### src/rtl/sphere3hopf_scheduler.sv
// rtl/sphere3hopf_scheduler.sv - round-robin scheduler sharing one sphere3hopf generator
// Every output is a flop loaded on the edge that leaves the state driving it.
module sphere3hopf_scheduler #(
   parameter int NUM_REQ = 4,
   parameter int TIMEOUT = 64
) (
   input  logic                  clk,
   input  logic                  rst_n,
   input  logic [NUM_REQ-1:0]    req_valid,
   input  logic [NUM_REQ-1:0]    req_reseed,
   input  logic [32*NUM_REQ-1:0] req_seed,
   output logic [NUM_REQ-1:0]    grant,
   output logic [NUM_REQ-1:0]    rsp_valid,
   output logic [31:0]           rsp_x,
   output logic [31:0]           rsp_y,
   output logic [31:0]           rsp_z,
   output logic [31:0]           rsp_w,
   output logic                  rsp_err,
   output logic                  busy,
   output logic                  gen_pop_enable,
   output logic                  gen_reseed_enable,
   output logic [31:0]           gen_seed,
   input  logic [31:0]           gen_x,
   input  logic [31:0]           gen_y,
   input  logic [31:0]           gen_z,
   input  logic [31:0]           gen_w,
   input  logic                  gen_valid
);

   localparam int IW = $clog2(NUM_REQ);
   localparam int CW = $clog2(TIMEOUT + 1);

   typedef enum logic [1:0] {IDLE, ISSUE, WAIT, RESP} state_t;

   state_t               state_q, state_d;
   logic [NUM_REQ-1:0]   grant_q, grant_d;
   logic [NUM_REQ-1:0]   rsp_valid_q, rsp_valid_d;
   logic                 rsp_err_q, rsp_err_d;
   logic                 busy_q, busy_d;
   logic                 pop_q, pop_d;
   logic                 reseed_q, reseed_d;
   logic [31:0]          seed_q, seed_d;
   logic [127:0]         coord_q, coord_d;
   logic [CW-1:0]        cnt_q, cnt_d;
   logic [IW-1:0]        last_q, last_d;
   logic [IW-1:0]        win_q, win_d;
   logic                 op_reseed_q, op_reseed_d;
   logic                 err_q, err_d;
   logic [IW:0]          pick;

   // Scan from the highest index offset down so the nearest requester after last_q wins.
   function automatic logic [IW:0] rr_pick(input logic [NUM_REQ-1:0] v, input logic [IW-1:0] last);
      logic [IW:0] r;
      int          j;
      r = '0;
      for (int k = NUM_REQ; k >= 1; k--) begin
         j = (int'(last) + k) % NUM_REQ;
         if (v[j]) r = {1'b1, IW'(j)};
      end
      return r;
   endfunction

   always_comb begin
      state_d     = state_q;
      grant_d     = '0;
      rsp_valid_d = '0;
      rsp_err_d   = 1'b0;
      pop_d       = 1'b0;
      reseed_d    = 1'b0;
      seed_d      = seed_q;
      coord_d     = coord_q;
      cnt_d       = cnt_q;
      last_d      = last_q;
      win_d       = win_q;
      op_reseed_d = op_reseed_q;
      err_d       = err_q;
      pick        = rr_pick(req_valid, last_q);
      case (state_q)
         IDLE: begin
            if (pick[IW]) begin
               state_d     = ISSUE;
               grant_d     = {{(NUM_REQ-1){1'b0}}, 1'b1} << pick[IW-1:0];
               win_d       = pick[IW-1:0];
               last_d      = pick[IW-1:0];
               op_reseed_d = req_reseed[pick[IW-1:0]];
               seed_d      = req_seed[32*int'(pick[IW-1:0]) +: 32];
            end
         end
         ISSUE: begin
            if (op_reseed_q) begin
               reseed_d = 1'b1;
               coord_d  = '0;
               err_d    = 1'b0;
               state_d  = RESP;
            end else begin
               pop_d   = 1'b1;
               cnt_d   = '0;
               state_d = WAIT;
            end
         end
         WAIT: begin
            // A valid arriving in the final counted cycle still beats the timeout.
            if (gen_valid) begin
               coord_d = {gen_x, gen_y, gen_z, gen_w};
               err_d   = 1'b0;
               state_d = RESP;
            end else begin
               cnt_d = cnt_q + CW'(1);
               if (cnt_q + CW'(1) == CW'(TIMEOUT)) begin
                  coord_d = '0;
                  err_d   = 1'b1;
                  state_d = RESP;
               end
            end
         end
         RESP: begin
            rsp_valid_d = {{(NUM_REQ-1){1'b0}}, 1'b1} << win_q;
            rsp_err_d   = err_q;
            state_d     = IDLE;
         end
         default: state_d = IDLE;
      endcase
      busy_d = (state_d != IDLE);
   end

   always_ff @(posedge clk or negedge rst_n) begin
      if (!rst_n) begin
         state_q     <= IDLE;
         grant_q     <= '0;
         rsp_valid_q <= '0;
         rsp_err_q   <= 1'b0;
         busy_q      <= 1'b0;
         pop_q       <= 1'b0;
         reseed_q    <= 1'b0;
         seed_q      <= '0;
         coord_q     <= '0;
         cnt_q       <= '0;
         last_q      <= IW'(NUM_REQ - 1);
         win_q       <= '0;
         op_reseed_q <= 1'b0;
         err_q       <= 1'b0;
      end else begin
         state_q     <= state_d;
         grant_q     <= grant_d;
         rsp_valid_q <= rsp_valid_d;
         rsp_err_q   <= rsp_err_d;
         busy_q      <= busy_d;
         pop_q       <= pop_d;
         reseed_q    <= reseed_d;
         seed_q      <= seed_d;
         coord_q     <= coord_d;
         cnt_q       <= cnt_d;
         last_q      <= last_d;
         win_q       <= win_d;
         op_reseed_q <= op_reseed_d;
         err_q       <= err_d;
      end
   end

   assign grant             = grant_q;
   assign rsp_valid         = rsp_valid_q;
   assign rsp_err           = rsp_err_q;
   assign busy              = busy_q;
   assign gen_pop_enable    = pop_q;
   assign gen_reseed_enable = reseed_q;
   assign gen_seed          = seed_q;
   assign {rsp_x, rsp_y, rsp_z, rsp_w} = coord_q;

endmodule

### config.mk
export PLATFORM = sky130hd
export DESIGN_NAME = sphere3hopf_scheduler
export DESIGN_NICKNAME = d
export VERILOG_FILES = /design/src/rtl/sphere3hopf_scheduler.sv
export SDC_FILE = /design/constraint.sdc
export NUM_CORES = 1
export LEC_CHECK = 0
export CORE_AREA = 8 8 166 168
export DETAILED_ROUTE_END_ITERATION = 16
export DIE_AREA = 0 0 174 176
export PLACE_DENSITY = 0.75
export SYNTH_ARGS = -nofsm -noshare
export SYNTH_HDL_FRONTEND = slang
export SYNTH_SLANG_ARGS = --single-unit
### constraint.sdc
create_clock -name clk -period 3.8 [get_ports clk]
set_clock_uncertainty 0.15 [all_clocks]
set_input_delay 0.76 -clock clk [delete_from_list [all_inputs] [get_ports clk]]
set_output_delay 0.76 -clock clk [all_outputs]
set_load 0.01 [all_outputs]
* After elaboration in Yosys (flattened, before gate mapping) *
Index checks and enable logic that the tools add are counted.

word-level totals
  flip-flop bits (word level) = 187
  bits in latches = 0
  RAM bits = 0
  memory bits (read-only) = 0
  input port bits = 267
  output and inout port bits = 172
  memories kept = 0

cells by class
  $add $sub $neg = 5
  $mul = 0
  divide/modulo/power cells = 0
  $lt $le $gt $ge = 5
  equality and inequality tests = 8
  shift-type cells = 3
  multiplexer cells = 42
  bitwise logic cells = 4
  reduce and logical (&&, ||, !) cells = 10

operator list
  operator                                                     count
  two-way mux 128 bit                                          3
  one-hot mux 128 bit (2 select lines)                         1
  variable part select 128 x 8 -> 32 bit                       1
  two-way mux 1 bit                                            18
  less-than comparator 3 x 4 -> 1 bit (second input constant)  4
  two-way mux 7 bit                                            2
  one-hot mux 7 bit (2 select lines)                           1
  two-way mux 3 bit                                            4
  two-way mux 4 bit                                            3
  binary-select mux 1 bit (select 2 bit)                       5
  one-hot mux 2 bit (4 select lines)                           1
  OR reduction 2 bit                                           4
  left shift 1 x 2 -> 4 bit (first input constant)             2
  adder 7 x 1 -> 7 bit (second input constant)                 1
  equality test 7 bit (second input constant)                  1
  two-way mux 2 bit                                            3
  != test 2 bit (second input constant)                        3
  AND reduction 3 bit                                          2
  adder 2 x 1 -> 2 bit (second input constant)                 2
  adder 2 bit (second input constant)                          2
  bitwise AND 1 bit (first input constant)                     4
  equality test 2 bit (second input constant)                  2
  nonzero test 2 bit                                           2
  less-than comparator 2 x 3 -> 1 bit (second input constant)  1
  other kinds (5)                                              5

* Logic depth before layout (Yosys ltp) *
Gate-level depths: netlist of run 1.

  word-level depth = 13
  gate-level depth with buffers = 8
  gate-level depth less buffers = 7

* Worst setup path before layout of run 1 *
No wires, ideal clock.

  path type = input -> register
  from = in req_valid[3]
  to = reg seed_q[2] (netlist: gen_seed[2])
  data arrival time = 2.209 ns
  data required time = 3.556 ns
  path slack = 1.347 ns
  stages on the path = 7
  path buffers = 2
  cells stage by stage = or4_1 > and2_1 > buf_2 > o21ai_2 > buf_2 > a211oi_1 > a211oi_1

between the ends
  word-level cells in the longest chain between the ends = 8
  elaborated cells on any way between the ends = 18
  classes of those cells = shift: 1; mux: 16; reduce/logical: 1

ends and longest elaborated chain
  item                                                                                  RTL line  source
  from (decl)                                                                           9         input logic [NUM_REQ-1:0] req_valid,
  binary-select mux 1 bit (select 2 bit)                                                58        if (v[j]) r = {1'b1, IW'(j)};
  two-way mux 1 bit (implied by the code) (2 in series)                                 58
  two-way mux 3 bit (3 in series)                                                       58
  two-way mux 3 bit (*)                                                                 58
  variable part select 128 x 8 -> 32 bit / AND reduction 2 bit (equally long branches)  -
  to (signal assigned)                                                                  135       seed_q <= '0;
  to (signal assigned)                                                                  150       seed_q <= seed_d;
  to (decl)                                                                             42        logic [31:0] seed_q, seed_d;

Mark *: on every way between the ends. The rest lies on a longest branch, timed or not. The select of a mux whose other input is x is not followed.
A chain may end at the register's enable or synchronous reset.

* Worst setup path after layout of run 1 *
  from = reg cnt_q[0]
  to = reg coord_q[122]

between the ends
  word-level cells in the longest chain between the ends = 4

ends and longest elaborated chain
  item                           RTL line  source
  from (decl)                    44        logic [CW-1:0] cnt_q, cnt_d;
  from (signal assigned)         152       cnt_q <= cnt_d;
  adder 7 x 1 -> 7 bit           109       if (cnt_q + CW'(1) == CW'(TIMEOUT)) begin
  equality test 7 bit            109
  != test 3 bit (no line)        -
  AND reduction 3 bit (no line)  -
  to (signal assigned)           151       coord_q <= coord_d;
  to (decl)                      43        logic [127:0] coord_q, coord_d;

No other way between the ends.

==> results.ini, run 1 <==
[run_status]
status=finished, final reports clean

[global_route]
grt_pass1_vias=7858
grt_pass1_wl_mm=48.2
grt_use_total=0.202
grt-ovfl-total=0
antenna_found_initial=2
grt_max_degree=129

[sta]
slew_violations=0
period_needed_ns=2.78
relSlewSlack=0.567
hold_violations=0
setup_tns_ns=0
fmax_mhz=359
worst_slew_pin_slew_ns=0.650
setup_viol=0
fin_crit_sh=0.732
fin_hold_ws_ns=0.149
rsz0062_at_grt=false

[setup_path]
required_ns=3.95
cp-start-kind=flop
arrival_ns=2.93
cpMaxStageDelayCell=a2111oi_2
end_kind=flop
cp_slowest_stage_delay_ns=0.57
crit_family=compound AO/OA/AOI/OAI gates
cp_num_buf_inv=1
cp_max_fo=128
critPathKind=flop to flop
path_cells=ha_1 > nand4_1 > or3_4 > a2111oi_2 > o21ai_4 > buf_12 > a22o_1

[layout]
utilization=0.534
area_growth_pct=65.1
final_nets=1356
drive_gt1_frac=0.0547

[placement]
gp_congestion=0.847
place_hpwl_mm=23.7
io_buffers=438

[clock_network]
cts_hold_buf=0
clock_path_buffers=2
cts_tree=built
clk_latency_ns=0.42
clk_pin_slew_ns=0.08
cts_resized=0
cts_made_buffers=17
cts_setup_buffers=0
cts-htree-levels=4
clock-root-buffer=clkbuf_16
cts.sinks=187

[synth]
yosys-top-cells-count=dfrtp_1 (185), a22o_1 (130), a211oi_1 (66)
synthArstFlopShare=1.00
synth_fp_nets=943
syn_avg_cell_area_sq_um=12.0
synth_seq_cells=187
ys_seq_area_frac=0.583
netlist_top_cells_area=dfrtp_1 (58%), a22o_1 (14%), a211oi_1 (6.2%), mux2i_1 (4.2%), nor3_1 (2.4%)
synth_edf_count=0
synth_top_area_share=0.577
synth_cell_types=42
synth_top_area_cell=dfrtp_1
ys_warn_count=0
syn_area_sq_mm=0.00803
synth_ff_type=dfrtp_1
synth_cells=671
yosysMostFrequentCell=dfrtp_1

[routing]
drt_pre_antenna_iters=4
wl_per_cell_um=22.2
wl_mm=31.7
dr_total_vias=7312
vias_per_cell=5.12
postRouteAntennaNets=0
drt_iter0_drc=528
drcViolationCount=0

[power]
pwr_density_cell_mw_per_mm2=796
irDropWorstVdd_mv=0.630
p_leak_nw=5.69

[floorplan]
rows=58
start_util=0.323
core-area_sq_mm=0.0248
die-height_um=176
die_w_um=174
io_pins=439
dieArea_sq_mm=0.0306

[run]
cap_violations=0

[worst_hold_path]
hp-class=input port to async pin

==> cell families after synthesis <==
kind of cell	Yosys count	share of synthesized area
AO/OA/AOI/OAI	222	0.225
multiplexers	34	0.0424
adder cells (fa/ha/maj)	5	0.00780
AND/OR/NAND/NOR	157	0.0896
flip-flops	187	0.583
buffers and inverters	64	0.0499
XOR/XNOR	2	0.00218
==> flip-flops by register name, summed over array words and instances, names as in the netlist <==
signal and count:
rsp_err 1, state_q 2, win_q 2, err_q 1, grant 4, rsp_valid 4, cnt_q 7, coord_q 128
gen_pop_enable 1, gen_seed 32, op_reseed_q 1, busy 1, gen_reseed_enable 1, last_q 2
==> final timing paths <==
check	slack, ns	from	to	depth (start not counted)
max in group asynchronous	2.45	rst_n	coord_q[5]$_DFFE_PN0P_	2
worst max-delay path	1.02	cnt_q[0]$_DFFE_PN0P_	coord_q[122]$_DFFE_PN0P_	7
worst min-delay path	0.15	rst_n	gen_seed[5]$_DFFE_PN0P_	1
worst max register to register	1.02	cnt_q[0]$_DFFE_PN0P_	coord_q[122]$_DFFE_PN0P_	7
min in group clk	0.35	coord_q[125]$_DFFE_PN0P_	coord_q[125]$_DFFE_PN0P_	1
worst min register to register	0.35	coord_q[125]$_DFFE_PN0P_	coord_q[125]$_DFFE_PN0P_	1
==> through the flow <==
step | instances | setup WS [ns] | area (sq um) | power [mW]
3_3_place_gp | 1395 | 0.764 | 12600 | 8.74
4_1_cts | 1427 | 1.04 | 13200 | 10.7
6_report | 1428 | 1.02 | 13300 | 10.6
5_1_grt | 1427 | 0.900 | 13200 | 11.2
2_1_floorplan | 671 | 1.35 | 8030 | 6.09
3_5_place_dp | 1395 | 0.632 | 12600 | 8.80
==> metal layers <==
| layer | up-vias | global-route usage | wire length, um |
|---|---|---|---|
| li1 | 3340 | - | - |
| met1 | 3573 | 0.224 | 12100 |
| met2 | 353 | 0.341 | 15500 |
| met3 | 44 | 0.0878 | 3170 |
| met4 | 2 | 0.0755 | 909 |
| met5 | - | 0 | 15 |
==> power breakdown <==
group          internal [mW]  switching [mW]  total [mW]  leakage, nW
clock network          0.905           0.925        1.83        0.299
logic                   2.73            2.52        5.24         2.94
registers               2.94           0.543        3.48         2.45
==> cells in the final DEF (no fill, tap or decap), types with 4 or more instances in the layout <==
cell type        count
clkdlybuf4s50_1    437
ha_1                 5
a22o_1             130
clkbuf_16           17
nor3_1              38
nand2_1             48
nor2_1              42
o21ai_1             10
mux2i_1             34
inv_1                5
buf_12               4
buf_4                9
dfrtp_1            185
nand3_1              5
a211oi_1            66
clkinv_8             6
==> layout make-up <==
class,instances,area (sq um)
Antenna cell,1,2.50
Clock buffer,17,425
Clock inverter,15,193
Fill cell,2199,11600
Inverter,7,26.3
Multi-Input combinational cell,420,2970
Sequential cell,187,4680
Tap cell,330,413
Timing Repair Buffer,451,4540
No activity file was read; power rests on OpenSTA's default activity.
==> run 2, diff against run 1 <==
clock period = 2.67 ns   (was 3.8 ns; I/O delays follow)
==> results.ini, run 2 (same netlist as run 1, synthesis figures left out) <==
[layout]
final_nets=1370
largest-register=coord_q
final_common_cell=clkdlybuf4s50_1
mostFrequentLayoutCells=clkdlybuf4s50_1 (437), dfrtp_1 (185), a22o_1 (130)
utilization=0.541
drive_gt1_frac=0.0657
n_fill_cell=2188
diodes=0
largest_register_ffs=128
area_growth_pct=67.3

[routing]
drt_pre_antenna_iters=4
vias_per_cell=5.11
postRouteAntennaNets=0
wl_per_cell_um=22.4
drcViolationCount=0
wl_mm=32.3
drt_iter0_drc=549
dr_total_vias=7365

[sta]
setup_tns_ns=0
slew_violations=0
fmax_mhz=405
rsz0062_at_grt=false
setup_viol=0
fin_crit_sh=0.924
worst_slew_pin_slew_ns=0.454
fin_hold_ws_ns=0.346
period_needed_ns=2.47
hold_violations=0
relSlewSlack=0.697

[setup_path]
end_kind=flop
cp_max_fo=67
required_ns=2.84
rrSetupSlack_ns=0.20
critPathKind=flop to flop
cp-start-kind=flop
arrival_ns=2.63

[global_route]
grt_pass1_vias=8037
grt-ovfl-total=0
antenna_found_initial=2
grt_max_degree=68
grt_use_total=0.207
grt_pass1_wl_mm=49.3

[power]
pwr_density_cell_mw_per_mm2=1140
p_leak_nw=5.79
switchingPower_mw=5.72
irDropWorstVdd_mv=0.716
intPower_mw=9.58
pwr-share-comb=0.502
seqPwrFrac=0.323
switching_share=0.374
clkPwrFrac=0.175

[run]
cap_violations=0

[clock_network]
cts-htree-levels=4
clock-root-buffer=clkbuf_16
cts_tree=built
cts_made_buffers=17
clk_latency_ns=0.43
clk_pin_slew_ns=0.08
cts.sinks=187
cts_resized=0
clock_path_buffers=2

[placement]
io_buffers=438
place_hpwl_mm=24.6
gp_congestion=0.856

[run_status]
status=finished, final reports clean

[floorplan]
die_w_um=174
io_pins=439
rows=58
start_util=0.323
die-height_um=176
dieArea_sq_mm=0.0306
core-area_sq_mm=0.0248

[worst_hold_path]
hp-class=flop to flop

==> run 2: what timing repair did <==
action,CTS,global route
buffers inserted,0,0
endpoints found under the hold margin,41,0
hold buffers,1,0
==> run 2: critical path, stage by stage (launching register included) <==
cell	delay, ns
dfrtp_1	0.36
ha_1	0.24
nand4_1	0.14
or3_4	0.36
a2111oi_2	0.37
buf_4	0.19
o21ai_4	0.08
buf_12	0.21
a22o_1	0.22
==> run 2: power by group through the flow <==
stage / Clock [mW] / Sequential, mW / Combinational (mW)
detailed placement: 0 / 4.99 / 7.76
CTS: 2.76 / 4.95 / 7.81
finish: 2.68 / 4.95 / 7.68
floorplan: 0 / 5.53 / 3.13
global placement: 0 / 4.93 / 7.69
global route: 2.86 / 5.11 / 8.20
==> run 2: stage by stage <==
step,area (sq um),std cells,setup WS [ns],total power [mW]
after floorplan,8030,671,0.301,8.66
after global placement,12800,1408,0.114,12.6
after detailed placement,12800,1408,0.0312,12.8
after CTS,13400,1441,0.203,15.5
after global routing,13400,1441,0.0885,16.2
final,13400,1441,0.204,15.3
==> run 2: cell type report <==
class	count	area, sq um	area share
Clock buffer	17	425	0.0317
Multi-Input combinational cell	420	2970	0.221
Clock inverter	15	189	0.0141
Sequential cell	187	4680	0.349
Tap cell	330	413	0.0308
Inverter	7	26.3	0.00196
Timing Repair Buffer	465	4720	0.351
==> run 2: path summary, 6_finish.rpt <==
kind	from	depth (start not counted)	to
setup / recovery	cnt_q[0]$_DFFE_PN0P_	8	coord_q[40]$_DFFE_PN0P_
hold / removal	err_q$_DFFE_PN0P_	1	rsp_err$_DFF_PN0_
setup reg to reg	cnt_q[0]$_DFFE_PN0P_	8	coord_q[40]$_DFFE_PN0P_
hold reg to reg	err_q$_DFFE_PN0P_	1	rsp_err$_DFF_PN0_
max in group asynchronous	rst_n	3	coord_q[59]$_DFFE_PN0P_
min in group asynchronous	rst_n	2	coord_q[24]$_DFFE_PN0P_
==> run 2: routing by layer <==
metal | up-vias | part of all wire | global-route usage
met3 | 43 | 0.098 | 0.0829
met5 | - | 0.00090 | 0
met1 | 3605 | 0.38 | 0.234
li1 | 3364 | - | -
met4 | 4 | 0.025 | 0.0684
met2 | 349 | 0.49 | 0.352
